--- src/rtl/muldiv_pkg.sv ---
// Shared types and decode helpers for the iterative multiply/divide unit.
package muldiv_pkg;

  typedef enum logic [2:0] {
    MUL    = 3'b000,
    MULH   = 3'b001,
    MULHSU = 3'b010,
    MULHU  = 3'b011,
    DIV    = 3'b100,
    DIVU   = 3'b101,
    REM    = 3'b110,
    REMU   = 3'b111
  } muldiv_op_e;

  typedef enum logic [1:0] {
    IDLE = 2'b00,
    CALC = 2'b01,
    DONE = 2'b10
  } md_state_e;

  function automatic logic is_div(input muldiv_op_e op);
    return op inside {DIV, DIVU, REM, REMU};
  endfunction

  function automatic logic op1_signed(input muldiv_op_e op);
    return op inside {MUL, MULH, MULHSU, DIV, REM};
  endfunction

  function automatic logic op2_signed(input muldiv_op_e op);
    return op inside {MUL, MULH, DIV, REM};
  endfunction

endpackage

--- src/rtl/muldiv_signfix.sv ---
// Conditional two's-complement negation of two independent values.
// Used before the iteration (absolute values) and after it (apply result signs).
module muldiv_signfix #(
  parameter int unsigned WA = 32,
  parameter int unsigned WB = 32
) (
  input  logic [WA-1:0] a,
  input  logic          neg_a,
  input  logic [WB-1:0] b,
  input  logic          neg_b,
  output logic [WA-1:0] y_a,
  output logic [WB-1:0] y_b
);

  assign y_a = neg_a ? ('0 - a) : a;
  assign y_b = neg_b ? ('0 - b) : b;

endmodule

--- src/rtl/muldiv_unit.sv ---
// Multi-cycle RV32M multiply/divide unit: shift-add multiply and restoring
// divide on operand magnitudes, fixed WIDTH-cycle iteration, signs applied at the end.
module muldiv_unit
  import muldiv_pkg::*;
#(
  parameter int unsigned WIDTH = 32
) (
  input  logic             clk,
  input  logic             rst,
  input  logic             start,
  input  logic             flush,
  input  logic [2:0]       md_op,
  input  logic [WIDTH-1:0] md_op1,
  input  logic [WIDTH-1:0] md_op2,
  output logic             busy,
  output logic             done,
  output logic [WIDTH-1:0] md_out,
  output logic             div_zero
);

  localparam int unsigned CW = $clog2(WIDTH);
  localparam logic [CW-1:0] LAST = CW'(WIDTH - 1);

  md_state_e          state_q, state_d;
  muldiv_op_e         op_in, op_q;
  logic               accept;
  logic               sign1_in, sign2_in;
  logic [WIDTH-1:0]   mag1, mag2;
  logic               s1_q, s2_q;
  logic [CW-1:0]      cnt_q;
  logic [WIDTH-1:0]   m_q;
  logic [2*WIDTH-1:0] prod_q, prod_nxt;
  logic [WIDTH:0]     rem_q, rem_nxt;
  logic [WIDTH:0]     mul_sum;
  logic [WIDTH+1:0]   shifted, trial;
  logic [2*WIDTH-1:0] post_a_in, post_a;
  logic [WIDTH-1:0]   post_b;
  logic [WIDTH-1:0]   result;

  assign op_in    = muldiv_op_e'(md_op);
  assign sign1_in = op1_signed(op_in) & md_op1[WIDTH-1];
  assign sign2_in = op2_signed(op_in) & md_op2[WIDTH-1];
  assign accept   = start & ~flush & ((state_q == IDLE) | (state_q == DONE));
  assign busy     = (state_q == CALC);
  assign done     = (state_q == DONE);

  muldiv_signfix #(.WA(WIDTH), .WB(WIDTH)) u_pre (
    .a     (md_op1),
    .neg_a (sign1_in),
    .b     (md_op2),
    .neg_b (sign2_in),
    .y_a   (mag1),
    .y_b   (mag2)
  );

  // State register
  always_ff @(posedge clk or posedge rst) begin
    if (rst) state_q <= IDLE;
    else     state_q <= state_d;
  end

  // Next-state logic; flush overrides every transition
  always_comb begin
    state_d = state_q;
    unique case (state_q)
      IDLE:    if (start) state_d = CALC;
      CALC:    if (cnt_q == LAST) state_d = DONE;
      DONE:    state_d = start ? CALC : IDLE;
      default: state_d = IDLE;
    endcase
    if (flush) state_d = IDLE;
  end

  // One iteration: multiply shifts the multiplier out of prod_q[0] while the
  // upper half accumulates; divide shifts the dividend out of the low half and
  // the quotient bits in behind it.
  always_comb begin
    mul_sum  = {1'b0, prod_q[2*WIDTH-1:WIDTH]} + (prod_q[0] ? {1'b0, m_q} : '0);
    shifted  = {rem_q, prod_q[WIDTH-1]};
    trial    = shifted - {2'b00, m_q};
    prod_nxt = {mul_sum, prod_q[WIDTH-1:1]};
    rem_nxt  = rem_q;
    if (is_div(op_q)) begin
      prod_nxt = {prod_q[2*WIDTH-1:WIDTH], prod_q[WIDTH-2:0], ~trial[WIDTH+1]};
      rem_nxt  = trial[WIDTH+1] ? shifted[WIDTH:0] : trial[WIDTH:0];
    end
  end

  // Sign fix-up is fed from the final iteration's values so the result can be
  // registered on the same edge that enters DONE.
  assign post_a_in = is_div(op_q) ? {{WIDTH{1'b0}}, prod_nxt[WIDTH-1:0]} : prod_nxt;

  muldiv_signfix #(.WA(2*WIDTH), .WB(WIDTH)) u_post (
    .a     (post_a_in),
    .neg_a (s1_q ^ s2_q),
    .b     (rem_nxt[WIDTH-1:0]),
    .neg_b (s1_q),
    .y_a   (post_a),
    .y_b   (post_b)
  );

  // Result select; with a zero divisor the remainder iteration already leaves
  // |op1| in rem, so only the quotient needs forcing to all-ones.
  always_comb begin
    result = post_b;
    unique case (op_q)
      MUL:                result = post_a[WIDTH-1:0];
      MULH, MULHSU, MULHU: result = post_a[2*WIDTH-1:WIDTH];
      DIV, DIVU:          result = div_zero ? '1 : post_a[WIDTH-1:0];
      default:            result = post_b;
    endcase
  end

  // Operand latch on accept, iteration in CALC, result capture on the last step
  always_ff @(posedge clk or posedge rst) begin
    if (rst) begin
      op_q     <= MUL;
      s1_q     <= 1'b0;
      s2_q     <= 1'b0;
      m_q      <= '0;
      prod_q   <= '0;
      rem_q    <= '0;
      cnt_q    <= '0;
      md_out   <= '0;
      div_zero <= 1'b0;
    end else if (accept) begin
      op_q     <= op_in;
      s1_q     <= sign1_in;
      s2_q     <= sign2_in;
      m_q      <= is_div(op_in) ? mag2 : mag1;
      prod_q   <= {{WIDTH{1'b0}}, (is_div(op_in) ? mag1 : mag2)};
      rem_q    <= '0;
      cnt_q    <= '0;
      div_zero <= is_div(op_in) && (md_op2 == '0);
    end else if ((state_q == CALC) && !flush) begin
      prod_q <= prod_nxt;
      rem_q  <= rem_nxt;
      if (cnt_q == LAST) md_out <= result;
      else               cnt_q  <= cnt_q + 1'b1;
    end
  end

endmodule

--- config.mk ---
export PLATFORM = sky130hd
export DESIGN_NAME = muldiv_unit
export DESIGN_NICKNAME = d
export VERILOG_FILES = /design/src/rtl/muldiv_pkg.sv /design/src/rtl/muldiv_signfix.sv /design/src/rtl/muldiv_unit.sv
export SDC_FILE = /design/constraint.sdc
export NUM_CORES = 1
export LEC_CHECK = 0
export ABC_AREA = 1
export CORE_AREA = 2 2 205 288
export DETAILED_ROUTE_END_ITERATION = 8
export DIE_AREA = 0 0 207 290
export HOLD_SLACK_MARGIN = 0.02
export PLACE_DENSITY = 0.62
export SYNTH_ARGS = -nofsm -noshare
export SYNTH_HDL_FRONTEND = slang
export SYNTH_HIERARCHICAL = 1
export SYNTH_SLANG_ARGS = --single-unit
export TNS_END_PERCENT = 20
--- constraint.sdc ---
create_clock -name clk -period 7.3 [get_ports clk]
set_clock_uncertainty 0.2 [all_clocks]
set_input_delay 0.73 -clock clk [delete_from_list [all_inputs] [get_ports clk]]
set_output_delay 0.73 -clock clk [all_outputs]
set_load 0.005 [all_outputs]
==> results of run 1 <==
## per-layer routing
| metal | up-vias | part of all wire (%) | global-route usage, % |
|---|---|---|---|
| li1 | 10892 | - | - |
| met1 | 10113 | 39 | 29.8 |
| met2 | 804 | 47 | 43.4 |
| met3 | 241 | 5.3 | 3.16 |
| met4 | 0 | 8.9 | 20.9 |
| met5 | - | 0 | 0 |
## per-stage QoR
step	cell area [sq um]	util (%)	total power [uW]
after floorplan	19900	-	5280
after global placement	21400	37.4	6740
after detailed placement	21400	37.4	6750
after CTS	22000	38.4	7700
after global routing	22000	38.4	8440
final	22000	38.4	7810
## critical path, delay by kind of cell, from the launching register on
kind | cells | cell delay (ps)
AO/OA/AOI/OAI | 3 | 1000
adder cells (fa/ha/maj) | 1 | 280
buffers and inverters | 3 | 540
flip-flops | 1 | 1220
AND/OR/NAND/NOR | 15 | 2150
## registers in the layout, indices dropped and copies added, names as in the netlist
signal,flops
cnt_q,5
div_zero,1
m_q,32
md_out,32
op_q,3
prod_q,64
rem_q,33
s1_q,1
s2_q,1
state_q,2
## cell type report
class,instances,area [sq um]
well taps,742,928
flip-flops and latches,174,4360
fillers,6381,35200
inverters,417,1570
clock inverters,13,125
clock buffers,19,443
multi-input cells,2723,13400
repair buffers,122,1190
## logic make-up after synthesis
| family | count (synthesis) |
|---|---|
| buffers and inverters | 540 |
| AOI/OAI and AO/OA | 363 |
| and+or+nand+nor | 2187 |
| adders and majority gates | 72 |
| DFF | 174 |
| xor gates and xnor gates | 101 |
## power by group through the flow
stage | logic [uW] | clock network, uW | registers (uW)
4_1_cts | 5350 | 949 | 1410
6_report | 5460 | 935 | 1410
2_1_floorplan | 3970 | 0 | 1310
3_3_place_gp | 5320 | 0 | 1420
3_5_place_dp | 5330 | 0 | 1420
5_1_grt | 6020 | 982 | 1440
## cell usage in the layout (no fill, tap or decap), drive strengths merged, types with 42 or more instances in the layout
cell and count:
a21oi 71, clkdlybuf4s50 104, dfrtp 174, ha 70, inv 423, nand2 1357, nand3 285, nand3b 52
nor2 432, o211ai 93, o21ai 141, xnor2 59, xor2 42
## worst paths after layout
check | end | slack (ps) | cells after the start
min in group asynchronous | md_out[10]$_DFFE_PP0P_ | 410 | 2
max in group asynchronous | rem_q[4]$_DFFE_PP0P_ | 5310 | 3
min | md_out[4]$_DFFE_PP0P_ | 280 | 2
min reg2reg | md_out[4]$_DFFE_PP0P_ | 280 | 2
max reg2reg | md_out[19]$_DFFE_PP0P_ | 1740 | 22
max | md_out[19]$_DFFE_PP0P_ | 1740 | 22
==> run summary, run 1 <==
status - complete, no violations
IO Pins - 106
Switching Fraction - 57.8%
max-slew violations - 0
number of synthesized flops with an enable pin - 0
initial antenna violation count - 0
Post-Layout Cell Count - 4210
Post-Synthesis Cell Area - 19900 sq um
CTS tree - built
Combinational Power Share - 69.9%
die height - 290 um
drt via density - 5.24
Final HPWL DP - 63.8 mm
WL/cell - 18.9 um
FP Rows - 104
final wirelength - 79.7 mm
final setup TNS - 0 ps
clk slew on worst S/H paths - 70 ps
Max Fclk - 180 MHz
worst slack, placed - 1890 ps
vias - 22050
largest family of logic cells by synthesized area - simple AND/OR/NAND/NOR gates
Resized Gates After CTS - 0
worst path cell trace - nand2_1 -> inv_1 -> ha_1 -> nand3_1 -> nand3_1 -> nand2_1 -> nand3_1 -> a21oi_1 -> inv_1 -> or2_2 -> nand3_1 -> inv_1 -> nor2_1 -> nand2_1 -> nor2_1 -> nand2_1 -> o21ai_1 -> nand2_1 -> nand2_1 -> nand2_1 -> o211ai_1 -> nand2_1
reg-to-reg critical path startpoint - prod_q[0]$_DFFE_PP0P_
Synth area leaders - nand2_1 (25%), dfrtp_1 (22%), inv_1 (7.7%)
CP most frequent cell - nand2_1
Root Buffer - clkbuf_16
Compound-Gate Fraction of Synth Area - 11.5%
worst skew pair latency - 480 ps
Syn Area/Cell - 5.79 sq um
Net count, final - 3598
pwr dens - 355 nW/um^2
DRC - 0
hold_buf cts - 0
Tightest Hold Check Type - register to register
internal power - 3290 uW
Hold WS - 280 ps
GRT Total Usage - 26.0%
P&R area growth vs syn - 10.7%
maxcap violations - 0
post-synthesis mux area share - 0%
area fraction of the dominant cell type after synthesis - 25.0%
register area share after synthesis - 21.9%
dpl cells - 4178
IO Port Bufs - 105
crit path launch type - register
core area - 57300 sq um
vias in the first global route - 20706
fin crit period - 5560 ps
number of post-CTS setup repair buffers - 0
top-count cell post-synth - nand2_1
switching power - 4520 uW
Antenna Nets Post-Route - 0
top cells by count, synth - nand2_1 (1322), inv_1 (406), nor2_1 (396)
Clock power frac - 12.0%
Hold Fails Final Rpt - 0
crit path from - prod_q[0]$_DFFE_PP0P_
Sink Count - 174
Clock Tree Buf Depth - 2
RSZ-0062 raised after global routing - false
CTS buffer count - 17
xor/xnor cell area share of the yosys netlist - 4.45%
first-pass GRT wire length - 121 mm
largest net degree at the start of global routing - 145
fraction of layout cells with a size suffix above 1 - 4.93%
Worst slew margin - 12.8%
Synth Area in Adders - 4.61%
final worst-path cycle share - 76.2%
Ys Warns - 6
CP max stage cell - dfrtp_1
synth unique cells - 53
worst path arrival time - 5700 ps
Synth Flop Type - dfrtp_1
syn nets - 3580
die area - 60000 sq um
Starting Density - 34.7%
setup ws final - 1740 ps
slew at the pin closest to its max-slew limit - 1310 ps
Lkg Pwr - 0.0116 uW
1st-iter DRT viols - 1898
Worst Path Max Fanout - 34
CTS H-tree lvls - 4
crit end category - register
GRT Residual Overflow - 0
Die Wd - 207 um
Synth Area in Simple Gates - 46.6%
GPL Wtd Cong - 1.03
hold path startpoint - md_out[4]$_DFFE_PP0P_
dominant cell type by area after synthesis - nand2_1
Post-Syn Instances - 3437
sequential share of power - 18.1%
n_diodes - 0
Data required, critical path - 7440 ps
drt pass-1 iters - 6
worst setup path category - register to register
largest stage delay on the critical path - 1220 ps
peak supply drop - 157 uV
#FFs+latches synth - 174
ys async rst share - 100%
final setup fails - 0
Power figures use the tool's default switching activity.
==> run 2, diff against run 1 <==
clock period = 5.21 ns   (was 7.3 ns; I/O delays follow)
==> run 2 against run 1 <==
  * Clock power grew 59%
  * First-iteration DRC count grew 2.6%
  * Global-route usage grew 0.90 points
  * Total power grew 45%
  * Highest routed layer unchanged
==> run summary, run 2 (synthesis results as in run 1) <==
RSZ-0062 raised after global routing - false
peak supply drop - 260 uV
IO Port Bufs - 105
Resized Gates After CTS - 0
IO Pins - 106
first-pass GRT wire length - 124 mm
R2R Setup Slk - 490 ps
Hold Fails Final Rpt - 0
Starting Density - 34.7%
final instance area - 22300 sq um
max-slew violations - 0
vias in the first global route - 21115
maxcap violations - 0
Max Fclk - 212 MHz
hold_buf cts - 0
CTS tree - built
Sink Count - 174
drt via density - 5.25
die height - 290 um
Antenna Nets Post-Route - 0
final setup fails - 0
most frequent cells in the layout - nand2_1 (1321), inv_1 (402), nor2_1 (396), nand3_1 (277), dfrtp_1 (173)
DRC - 0
GPL Wtd Cong - 1.07
CP most frequent cell - nand2_1
Worst Path Max Fanout - 23
die area - 60000 sq um
max reg flops - 64
RR Endpoint - md_out[31]$_DFFE_PP0P_
Die Wd - 207 um
largest net degree at the start of global routing - 98
vias - 22238
number of post-CTS setup repair buffers - 0
core area - 57300 sq um
Worst slew margin - 18.3%
internal power - 4890 uW
placed inst area - 21700 sq um
Switching Fraction - 56.8%
CP max stage cell - dfrtp_1
CTS buffer count - 17
worst path arrival time - 4930 ps
GRT Residual Overflow - 0
Tightest Hold Check Type - register to register
final wirelength - 82.2 mm
Reg2Reg Depth - 29
initial antenna violation count - 2
Hold WS - 278 ps
fin crit period - 4720 ps
Final HPWL DP - 65.9 mm
reg-to-reg critical path startpoint - m_q[7]$_DFFE_PP0P_
Worst setup endpoint - md_out[31]$_DFFE_PP0P_
largest stage delay on the critical path - 470 ps
top register by number of flip-flops - prod_q
fraction of layout cells with a size suffix above 1 - 5.64%
commonest non-fill, non-tap cell in the layout - nand2_1
status - complete, no violations
Net count, final - 3624
Lkg Pwr - 0.0118 uW
GRT Total Usage - 26.9%
crit end category - register
1st-iter DRT viols - 1947
registers with the most flip-flops - prod_q x64, rem_q x33
pwr dens - 507 nW/um^2
CTS H-tree lvls - 4
Root Buffer - clkbuf_16
drt pass-1 iters - 6
Data required, critical path - 5420 ps
FP Rows - 104
crit path launch type - register
crit path from - m_q[7]$_DFFE_PP0P_
worst skew pair latency - 480 ps
clk slew on worst S/H paths - 70 ps
final worst-path cycle share - 90.7%
Clock Tree Buf Depth - 2
P&R area growth vs syn - 12.3%
final setup TNS - 0 ps
WL/cell - 19.4 um
Combinational Power Share - 69.4%
switching power - 6440 uW
sequential share of power - 17.4%
worst setup path category - register to register
slew at the pin closest to its max-slew limit - 1210 ps
Clock power frac - 13.2%
[run 2: cell types whose count changed in the layout (fill, tap and decap cells not counted), sizes merged]
cell	delta
bufinv	+4
clkbuf	-1
clkinv	+2
inv	-2
buf	+26
clkinvlp	-3
diode	+2
[run 2: power by group through the flow]
stage	clock (uW)	combinational, uW	sequential (uW)
3_3_place_gp	0	7660	1980
4_1_cts	1510	7690	1960
5_1_grt	1550	8680	2000
6_report	1490	7860	1980
2_1_floorplan	0	5560	1840
3_5_place_dp	0	7660	1980
[run 2: metrics by stage]
stage                     power, uW  worst slack (ps)  std cells  utilization [%]
after floorplan                7400              1660       3437                -
after global placement         9630               638       4204             37.9
after detailed placement       9640               665       4204             37.9
after CTS                     11200               630       4236             39.0
after global routing          12200               225       4236             39.0
final                         11300               487       4238             39.0
[run 2: worst min-delay path by stage]
stage | from | endpoint | slack, ps | depth (start not counted)
final | md_out[9]$_DFFE_PP0P_ | md_out[9]$_DFFE_PP0P_ | 280 | 2
after global routing | md_out[14]$_DFFE_PP0P_ | md_out[14]$_DFFE_PP0P_ | 320 | 2
after CTS | md_out[12]$_DFFE_PP0P_ | md_out[12]$_DFFE_PP0P_ | 280 | 2
after detailed placement | md_out[12]$_DFFE_PP0P_ | md_out[12]$_DFFE_PP0P_ | 270 | 2
after global placement | md_out[12]$_DFFE_PP0P_ | md_out[12]$_DFFE_PP0P_ | 270 | 2
after floorplan | op_q[0]$_DFFE_PP0P_ | op_q[0]$_DFFE_PP0P_ | 250 | 2
[run 2: worst max-delay path: cells and delay by family, from the launching register on]
kind            cells  cell delay [ps]
buf+inv             5              750
flops               1              470
fa+ha+maj           1              370
compound gates      2              590
simple gates       21             2280
[run 2: final cells by class]
class / instances / area, sq um
clock inverters: 14 / 204
multi-input cells: 2723 / 13400
inverters: 417 / 1570
repair buffers: 148 / 1430
well taps: 742 / 928
fillers: 6343 / 34900
diodes: 2 / 5.00
flip-flops and latches: 174 / 4360
clock buffers: 18 / 429
[run 2: layer usage]
metal	up-vias	track usage (%)	wire, um
li1	10946	-	-
met1	10235	30.4	31000
met2	806	45.5	39400
met3	251	3.19	4310
met4	0	21.7	7490
met5	-	0	0
